<file path="src/rtl/seq_pattern_tx_if.sv">
// Handshake/bus bundle between a pattern source and seq_pattern_tx.
interface seq_pattern_tx_if #(
  parameter int unsigned WIDTH = 4,
  parameter int unsigned CNT_W = 8
);

  logic             start;
  logic             abort;
  logic [WIDTH-1:0] pattern;
  logic [CNT_W-1:0] repeat_n;
  logic             data_out;
  logic             valid;
  logic             busy;
  logic             done;

  modport master (
    output start, abort, pattern, repeat_n,
    input  data_out, valid, busy, done
  );

  modport slave (
    input  start, abort, pattern, repeat_n,
    output data_out, valid, busy, done
  );

endinterface

</file>
<file path="src/rtl/seq_pattern_tx.sv">
// Serial pattern transmitter: sends a captured WIDTH-bit pattern MSB-first,
// repeat_n+1 back-to-back passes, with busy/valid while shifting and a
// one-cycle done pulse afterwards.
module seq_pattern_tx #(
  parameter int unsigned WIDTH = 4,
  parameter int unsigned CNT_W = 8
) (
  input  logic          clk,
  input  logic          rst,
  seq_pattern_tx_if.slave bus
);

  localparam int unsigned BCW = (WIDTH > 1) ? $clog2(WIDTH) : 1;
  localparam logic [BCW-1:0] LAST_BIT = BCW'(WIDTH - 1);

  typedef enum logic [1:0] {
    ST_IDLE  = 2'd0,
    ST_SHIFT = 2'd1,
    ST_DONE  = 2'd2
  } state_t;

  state_t           r_state;
  logic [WIDTH-1:0] r_pat;
  logic [WIDTH-1:0] r_shift;
  logic [BCW-1:0]   r_bit_cnt;
  logic [CNT_W-1:0] r_pass;
  logic             r_data;
  logic             r_valid;
  logic             r_busy;
  logic             r_done;

  state_t           w_state_nxt;
  logic [WIDTH-1:0] w_pat_nxt;
  logic [WIDTH-1:0] w_shift_nxt;
  logic [BCW-1:0]   w_bit_cnt_nxt;
  logic [CNT_W-1:0] w_pass_nxt;
  logic             w_data_nxt;
  logic             w_valid_nxt;
  logic             w_busy_nxt;
  logic             w_done_nxt;

  // State, datapath and registered outputs; rst overrides everything.
  always_ff @(posedge clk) begin
    if (rst) begin
      r_state   <= ST_IDLE;
      r_pat     <= '0;
      r_shift   <= '0;
      r_bit_cnt <= '0;
      r_pass    <= '0;
      r_data    <= 1'b0;
      r_valid   <= 1'b0;
      r_busy    <= 1'b0;
      r_done    <= 1'b0;
    end else begin
      r_state   <= w_state_nxt;
      r_pat     <= w_pat_nxt;
      r_shift   <= w_shift_nxt;
      r_bit_cnt <= w_bit_cnt_nxt;
      r_pass    <= w_pass_nxt;
      r_data    <= w_data_nxt;
      r_valid   <= w_valid_nxt;
      r_busy    <= w_busy_nxt;
      r_done    <= w_done_nxt;
    end
  end

  // Next-state and next-output logic; outputs default to the idle value 0.
  always_comb begin
    w_state_nxt   = r_state;
    w_pat_nxt     = r_pat;
    w_shift_nxt   = r_shift;
    w_bit_cnt_nxt = r_bit_cnt;
    w_pass_nxt    = r_pass;
    w_data_nxt    = 1'b0;
    w_valid_nxt   = 1'b0;
    w_busy_nxt    = 1'b0;
    w_done_nxt    = 1'b0;

    unique case (r_state)
      ST_IDLE: begin
        // abort masks start, so a simultaneous request never launches.
        if (bus.start && !bus.abort) begin
          w_state_nxt   = ST_SHIFT;
          w_pat_nxt     = bus.pattern;
          w_shift_nxt   = bus.pattern;
          w_pass_nxt    = bus.repeat_n;
          w_bit_cnt_nxt = '0;
          w_data_nxt    = bus.pattern[WIDTH-1];
          w_valid_nxt   = 1'b1;
          w_busy_nxt    = 1'b1;
        end
      end

      ST_SHIFT: begin
        if (bus.abort) begin
          // Drop the partial pass silently: no done pulse.
          w_state_nxt   = ST_IDLE;
          w_bit_cnt_nxt = '0;
          w_pass_nxt    = '0;
        end else if (r_bit_cnt == LAST_BIT) begin
          if (r_pass != '0) begin
            // Next pass starts on the very next cycle, no gap bit.
            w_pass_nxt    = r_pass - CNT_W'(1);
            w_shift_nxt   = r_pat;
            w_bit_cnt_nxt = '0;
            w_data_nxt    = r_pat[WIDTH-1];
            w_valid_nxt   = 1'b1;
            w_busy_nxt    = 1'b1;
          end else begin
            w_state_nxt   = ST_DONE;
            w_bit_cnt_nxt = '0;
            w_done_nxt    = 1'b1;
          end
        end else begin
          w_shift_nxt   = r_shift << 1;
          w_bit_cnt_nxt = r_bit_cnt + BCW'(1);
          w_data_nxt    = r_shift[WIDTH-2];
          w_valid_nxt   = 1'b1;
          w_busy_nxt    = 1'b1;
        end
      end

      ST_DONE: begin
        // start and abort are both ignored for this single cycle.
        w_state_nxt = ST_IDLE;
      end

      default: begin
        w_state_nxt = ST_IDLE;
      end
    endcase
  end

  assign bus.data_out = r_data;
  assign bus.valid    = r_valid;
  assign bus.busy     = r_busy;
  assign bus.done     = r_done;

endmodule

</file>
<file path="src/flat_wrapper.sv">
// flat-port wrapper written by rule: the top's interface ports become plain ports
module seq_pattern_tx_flat 
#(
  parameter int unsigned WIDTH = 4,
  parameter int unsigned CNT_W = 8
)
  (clk, rst, bus_start, bus_abort, bus_pattern, bus_repeat_n, bus_data_out, bus_valid, bus_busy, bus_done);
  seq_pattern_tx_if #(.WIDTH(WIDTH), .CNT_W(CNT_W)) bus_i ();
  input  logic clk;
  input  logic rst;
  input wire logic [$bits(bus_i.start)-1:0] bus_start;
  input wire logic [$bits(bus_i.abort)-1:0] bus_abort;
  input wire logic [$bits(bus_i.pattern)-1:0] bus_pattern;
  input wire logic [$bits(bus_i.repeat_n)-1:0] bus_repeat_n;
  output wire logic [$bits(bus_i.data_out)-1:0] bus_data_out;
  output wire logic [$bits(bus_i.valid)-1:0] bus_valid;
  output wire logic [$bits(bus_i.busy)-1:0] bus_busy;
  output wire logic [$bits(bus_i.done)-1:0] bus_done;
  assign bus_i.start = bus_start;
  assign bus_i.abort = bus_abort;
  assign bus_i.pattern = bus_pattern;
  assign bus_i.repeat_n = bus_repeat_n;
  assign bus_data_out = bus_i.data_out;
  assign bus_valid = bus_i.valid;
  assign bus_busy = bus_i.busy;
  assign bus_done = bus_i.done;
  seq_pattern_tx #(.WIDTH(WIDTH), .CNT_W(CNT_W)) u_core (.clk(clk), .rst(rst), .bus(bus_i));
endmodule
</file>
<file path="config.mk">
export PLATFORM = sky130hd
export DESIGN_NAME = seq_pattern_tx_flat
export DESIGN_NICKNAME = d
export VERILOG_FILES = /design/src/rtl/seq_pattern_tx_if.sv /design/src/rtl/seq_pattern_tx.sv /design/src/flat_wrapper.sv
export SDC_FILE = /design/constraint.sdc
export NUM_CORES = 1
export LEC_CHECK = 0
export ABC_AREA = 1
export CAP_MARGIN = 10
export CORE_ASPECT_RATIO = 1.75
export CORE_MARGIN = 1
export CORE_UTILIZATION = 30
export DETAILED_ROUTE_END_ITERATION = 12
export SLEW_MARGIN = 20
export SYNTH_ARGS = -nofsm -noshare
export SYNTH_HDL_FRONTEND = slang
export SYNTH_SLANG_ARGS = --single-unit
</file>
<file path="constraint.sdc">
create_clock -name clk -period 3.2 [get_ports clk]
set_clock_uncertainty 0.1 [all_clocks]
set_input_delay 0.64 -clock clk [delete_from_list [all_inputs] [get_ports clk]]
set_output_delay 0.64 -clock clk [all_outputs]
set_load 0.05 [all_outputs]
</file>
# After elaboration in Yosys (flattened, before gate mapping)
# Cells that the tools add are included.
[classes] addsub=2 n_eq_ne=8 mux=30 bitwise_logic=2 reduce_logical=11
[op_table] op="two-way mux 8 bit" count=4
[op_table] op="case mux 8 bit (2 select lines)" count=1
[op_table] op="two-way mux 2 bit" count=7
[op_table] op="two-way mux 3 bit" count=4
[op_table] op="two-way mux 1 bit" count=9
[op_table] op="case mux 2 bit (2 select lines)" count=2
[op_table] op="AND reduction 4 bit" count=2
[op_table] op="nonzero test 8 bit" count=1
[op_table] op="subtractor 8 x 1 -> 8 bit (second input constant)" count=1
[op_table] op="inequality test 3 x 2 -> 1 bit (second input constant)" count=2
[op_table] op="inequality test 3 bit (second input constant)" count=2
[op_table] op="case mux 3 bit (2 select lines)" count=1
[op_table] op="case mux 1 bit (2 select lines)" count=2
[op_table] op="AND reduction 2 bit" count=2
[op_table] op="OR reduction 4 bit" count=1
[op_table] op="AND reduction 3 bit" count=1
[op_table] op="adder 2 x 1 -> 2 bit (second input constant)" count=1
[op_table] op="equality test 2 x 1 -> 1 bit (second input constant)" count=1
[op_table] op="equality test 2 bit (second input constant)" count=1
[op_table] op="zero test 2 bit" count=1
[op_table] op="inequality test 2 x 1 -> 1 bit (second input constant)" count=1
[op_table] op="inequality test 2 bit (second input constant)" count=1
[op_table] op="NOT 1 bit" count=2
[op_table] op="nonzero test 2 bit" count=1
[op_table] op="2 further kinds" count=2
[word_totals] regBits=22 output_inout_bits=4 word_cells=61

# Logic depth before layout (Yosys ltp)
[depth] word_depth=5 mapped_depth=10 mapped_depth_nobuf=9

# Worst setup path before layout
# OpenSTA, ideal clock, no wires.
[synth_path] path_type="register -> output" startpoint="reg u_core.r_valid, in the netlist u_core.bus.valid" endpoint="out bus_valid" arrival_time_ns=0.894 required_ns=2.460 slack_ns=1.566 stages_incl_launch_ff=2 path_buffers=1 cell_sequence="dfxtp_1 buf_4"
[synth_lines] element="start: declaration" line="seq_pattern_tx.sv:28" rtl="logic r_valid;"
[synth_lines] element="start signal: assignment" line="seq_pattern_tx.sv:61" rtl="r_valid <= w_valid_nxt;"
[synth_lines] element="end: declaration" line="flat_wrapper.sv:16" rtl="output wire logic [$bits(bus_i.valid)-1:0] bus_valid;"
# No word-level cell between the ends.

==> flow_summary.json <==
{
  "status": "complete, no violations",
  "rrSetupSlack_ns": 1.55,
  "rows": 30,
  "dp.final_hpwl_um": 2370,
  "critPathTopFamily": "buffers and inverters",
  "clk_latency_ns": 0.27,
  "cts_root_buffer": "clkbuf_8",
  "grt_pass1_vias": 1223,
  "hold_viol": 0,
  "die_area_sq_um": 4410,
  "slowest_stage": "clkdlybuf4s50_1",
  "ctsHoldBuffers": 0,
  "slew_viol_final": 0,
  "power.leakage_uw": 0.000720,
  "layout-drive-gt1-share_pct": 10.2,
  "detail_route.iter0.violations": 8,
  "via_per_inst": 4.55,
  "worst_pin_slew_ns": 0.491,
  "worstPathCellList": "clkdlybuf4s50_1",
  "finalSetupViolCount": 0,
  "holdPathEnd": "u_core.r_pat[3]$_SDFFE_PP0P_",
  "synthCells": 196,
  "yosys_warnings": 0,
  "period_share_pct": 66.4,
  "avgSynthCellArea_sq_um": 6.34,
  "crit_required_ns": 2.46,
  "path_class": "register to output pin",
  "ant_nets": 0,
  "cts_buffer_depth": 2,
  "ys_ff_latch": 22,
  "synth.area.top_cells": "dfxtp_1 35%, nand2_1 16%, nor2_1 12%, inv_1 6.6%, nand3_1 4.8%",
  "min_path_cells": 2,
  "worstRegToRegCells": 9,
  "hold_path_class": "register to register",
  "wirelength_um": 2930,
  "synth.distinct_cells": 23,
  "grt_setup_unrepaired": "false",
  "nFillCells": 449,
  "arrival_ns": 1.38,
  "path_buf_inv": 1,
  "irDropWorstVdd_mv": 0.379,
  "tns_ns": 0,
  "antenna-diode-count": 0,
  "powerDensity_nw_per_um2": 479,
  "route.detailed.drc": 0,
  "clk_pin_slew_worst_paths_ns": 0.07,
  "grt_pass1_wl_um": 5040,
  "clock-sinks": 22,
  "cp-start-kind": "register",
  "grt_use_total_pct": 15.3,
  "cpPeakStageDelay_ns": 0.80,
  "area_growth_pct": 22.1,
  "ys_seq_area_share_pct": 35.4,
  "maxCapViolCount": 0,
  "netlist.area_leader.share_pct": 35.4,
  "start_util_pct": 31.8,
  "r2r-start": "u_core.r_pass[0]$_SDFFE_PP0P_",
  "cts_resized": 0,
  "io_buffers": 19,
  "cts_tree": "yes",
  "grt_overflow": 0,
  "slew_headroom_pct": 67.2,
  "antenna_found_initial": 0,
  "syn_area_sq_um": 1240,
  "end_kind": "output pin",
  "gp_congestion": 0.856,
  "post_cts_buffers": 0,
  "whs_ns": 0.369,
  "h-tree-depth": 1,
  "grt_max_degree": 14,
  "dr_total_vias": 1197,
  "cts_made_buffers": 3,
  "wl_per_cell_um": 11.1,
  "die_w_um": 50.6,
  "clock.fmax_mhz": 471,
  "yosysTopAreaCell": "dfxtp_1",
  "layout.nets": 234,
  "io-pin-count": 20,
  "hp-start": "u_core.r_pat[3]$_SDFFE_PP0P_",
  "regToRegEndpoint": "u_core.r_pass[1]$_SDFFE_PP0P_",
  "dieHeight_um": 87.1,
  "coreArea_sq_um": 3900,
  "period_minus_slack_ns": 2.12,
  "path_max_fanout": 2,
  "synthesis.nets": 214,
  "firstDrtPassIters": 4
}
[report_power, final]
group | switching (uW) | leakage (uW) | internal (uW)
clock | 90.4 | 0.0000288 | 110
sequential | 17.0 | 0.000181 | 299
combinational | 131 | 0.000510 | 80.0
total | 238 | 0.000720 | 488
[area by class of cell]
cell class,instances,area [sq um],share of cell area (%)
flip-flops and latches,22,440,29.0
clock buffers,4,55.1,3.63
multi-input cells,144,673,44.4
inverters,26,97.6,6.44
well taps,48,60.1,3.96
repair buffers,19,190,12.5
[cells in the mapped netlist, drive strengths merged]
master	n
ha	2
buf	3
dfxtp	22
nor3	2
inv	26
a21oi	10
clkbuf	1
nor2	46
nand3b	1
nand3	13
nand2	56
o21bai	2
o22ai	1
o21ai	11
[layout by cell type (no fill, tap or decap)]
| cell | n |
|---|---|
| clkdlybuf4s50_1 | 19 |
| nand3_1 | 12 |
| a21oi_1 | 10 |
| nor2_4 | 2 |
| o21ai_2 | 1 |
| nor2_2 | 4 |
| nor2_1 | 40 |
| inv_1 | 22 |
| ha_1 | 2 |
| o21bai_2 | 2 |
| nand3b_1 | 1 |
| o21ai_0 | 10 |
| nand2_2 | 3 |
| nand3_2 | 1 |
| dfxtp_1 | 22 |
| nand2_1 | 52 |
| clkbuf_8 | 4 |
| inv_2 | 4 |
| nand2_4 | 1 |
| nor3_1 | 2 |
| o22ai_1 | 1 |
[cells by family after synthesis]
family / Yosys count / synth area share [%]
buffers and inverters: 30 / 10.4
adders and majority gates: 2 / 2.01
and+or+nand+nor: 118 / 41.1
AOI/OAI and AO/OA: 24 / 11.1
DFF: 22 / 35.4
[flip-flops by register name (all words and copies together) (netlist names)]
register,cells
u_core.r_pass,8
u_core.r_shift,3
u_core.bus.valid,1
u_core.r_state,2
u_core.bus.done,1
u_core.r_bit_cnt,2
u_core.bus.data_out,1
u_core.r_pat,4
[per-stage QoR]
step | setup slack (ns) | instances | total power (uW) | cell area, sq um | util [%]
final | 1.08 | 263 | 727 | 1520 | 38.8
after global routing | 1.02 | 263 | 776 | 1520 | 38.8
after CTS | 1.06 | 263 | 735 | 1520 | 38.8
after detailed placement | 0.991 | 259 | 536 | 1460 | 37.4
after global placement | 1.03 | 259 | 535 | 1460 | 37.4
after floorplan | 1.57 | 196 | 482 | 1240 | -
[worst max-delay path by stage]
| stage | from | end | slack (ns) | cells past startpoint |
|---|---|---|---|---|
| detailed placement | bus_abort | u_core.r_pass[2]$_SDFFE_PP0P_ | 0.99 | 9 |
| CTS | u_core.bus.valid$_SDFF_PP0_ | bus_valid | 1.06 | 1 |
| floorplan | u_core.bus.valid$_SDFF_PP0_ | bus_valid | 1.57 | 1 |
| global placement | bus_abort | u_core.r_pass[2]$_SDFFE_PP0P_ | 1.03 | 9 |
| global route | u_core.bus.valid$_SDFF_PP0_ | bus_busy | 1.02 | 1 |
| finish | u_core.bus.valid$_SDFF_PP0_ | bus_busy | 1.08 | 1 |
[routing by layer]
layer / track usage [%] / vias to the layer above / wire length, um
met5: 0 / - / 0
met4: 10.4 / 0 / 107
met3: 1.75 / 9 / 57
met2: 30.2 / 22 / 1690
met1: 14.0 / 524 / 1070
li1: - / 642 / -
Power figures use the tool's default switching activity.
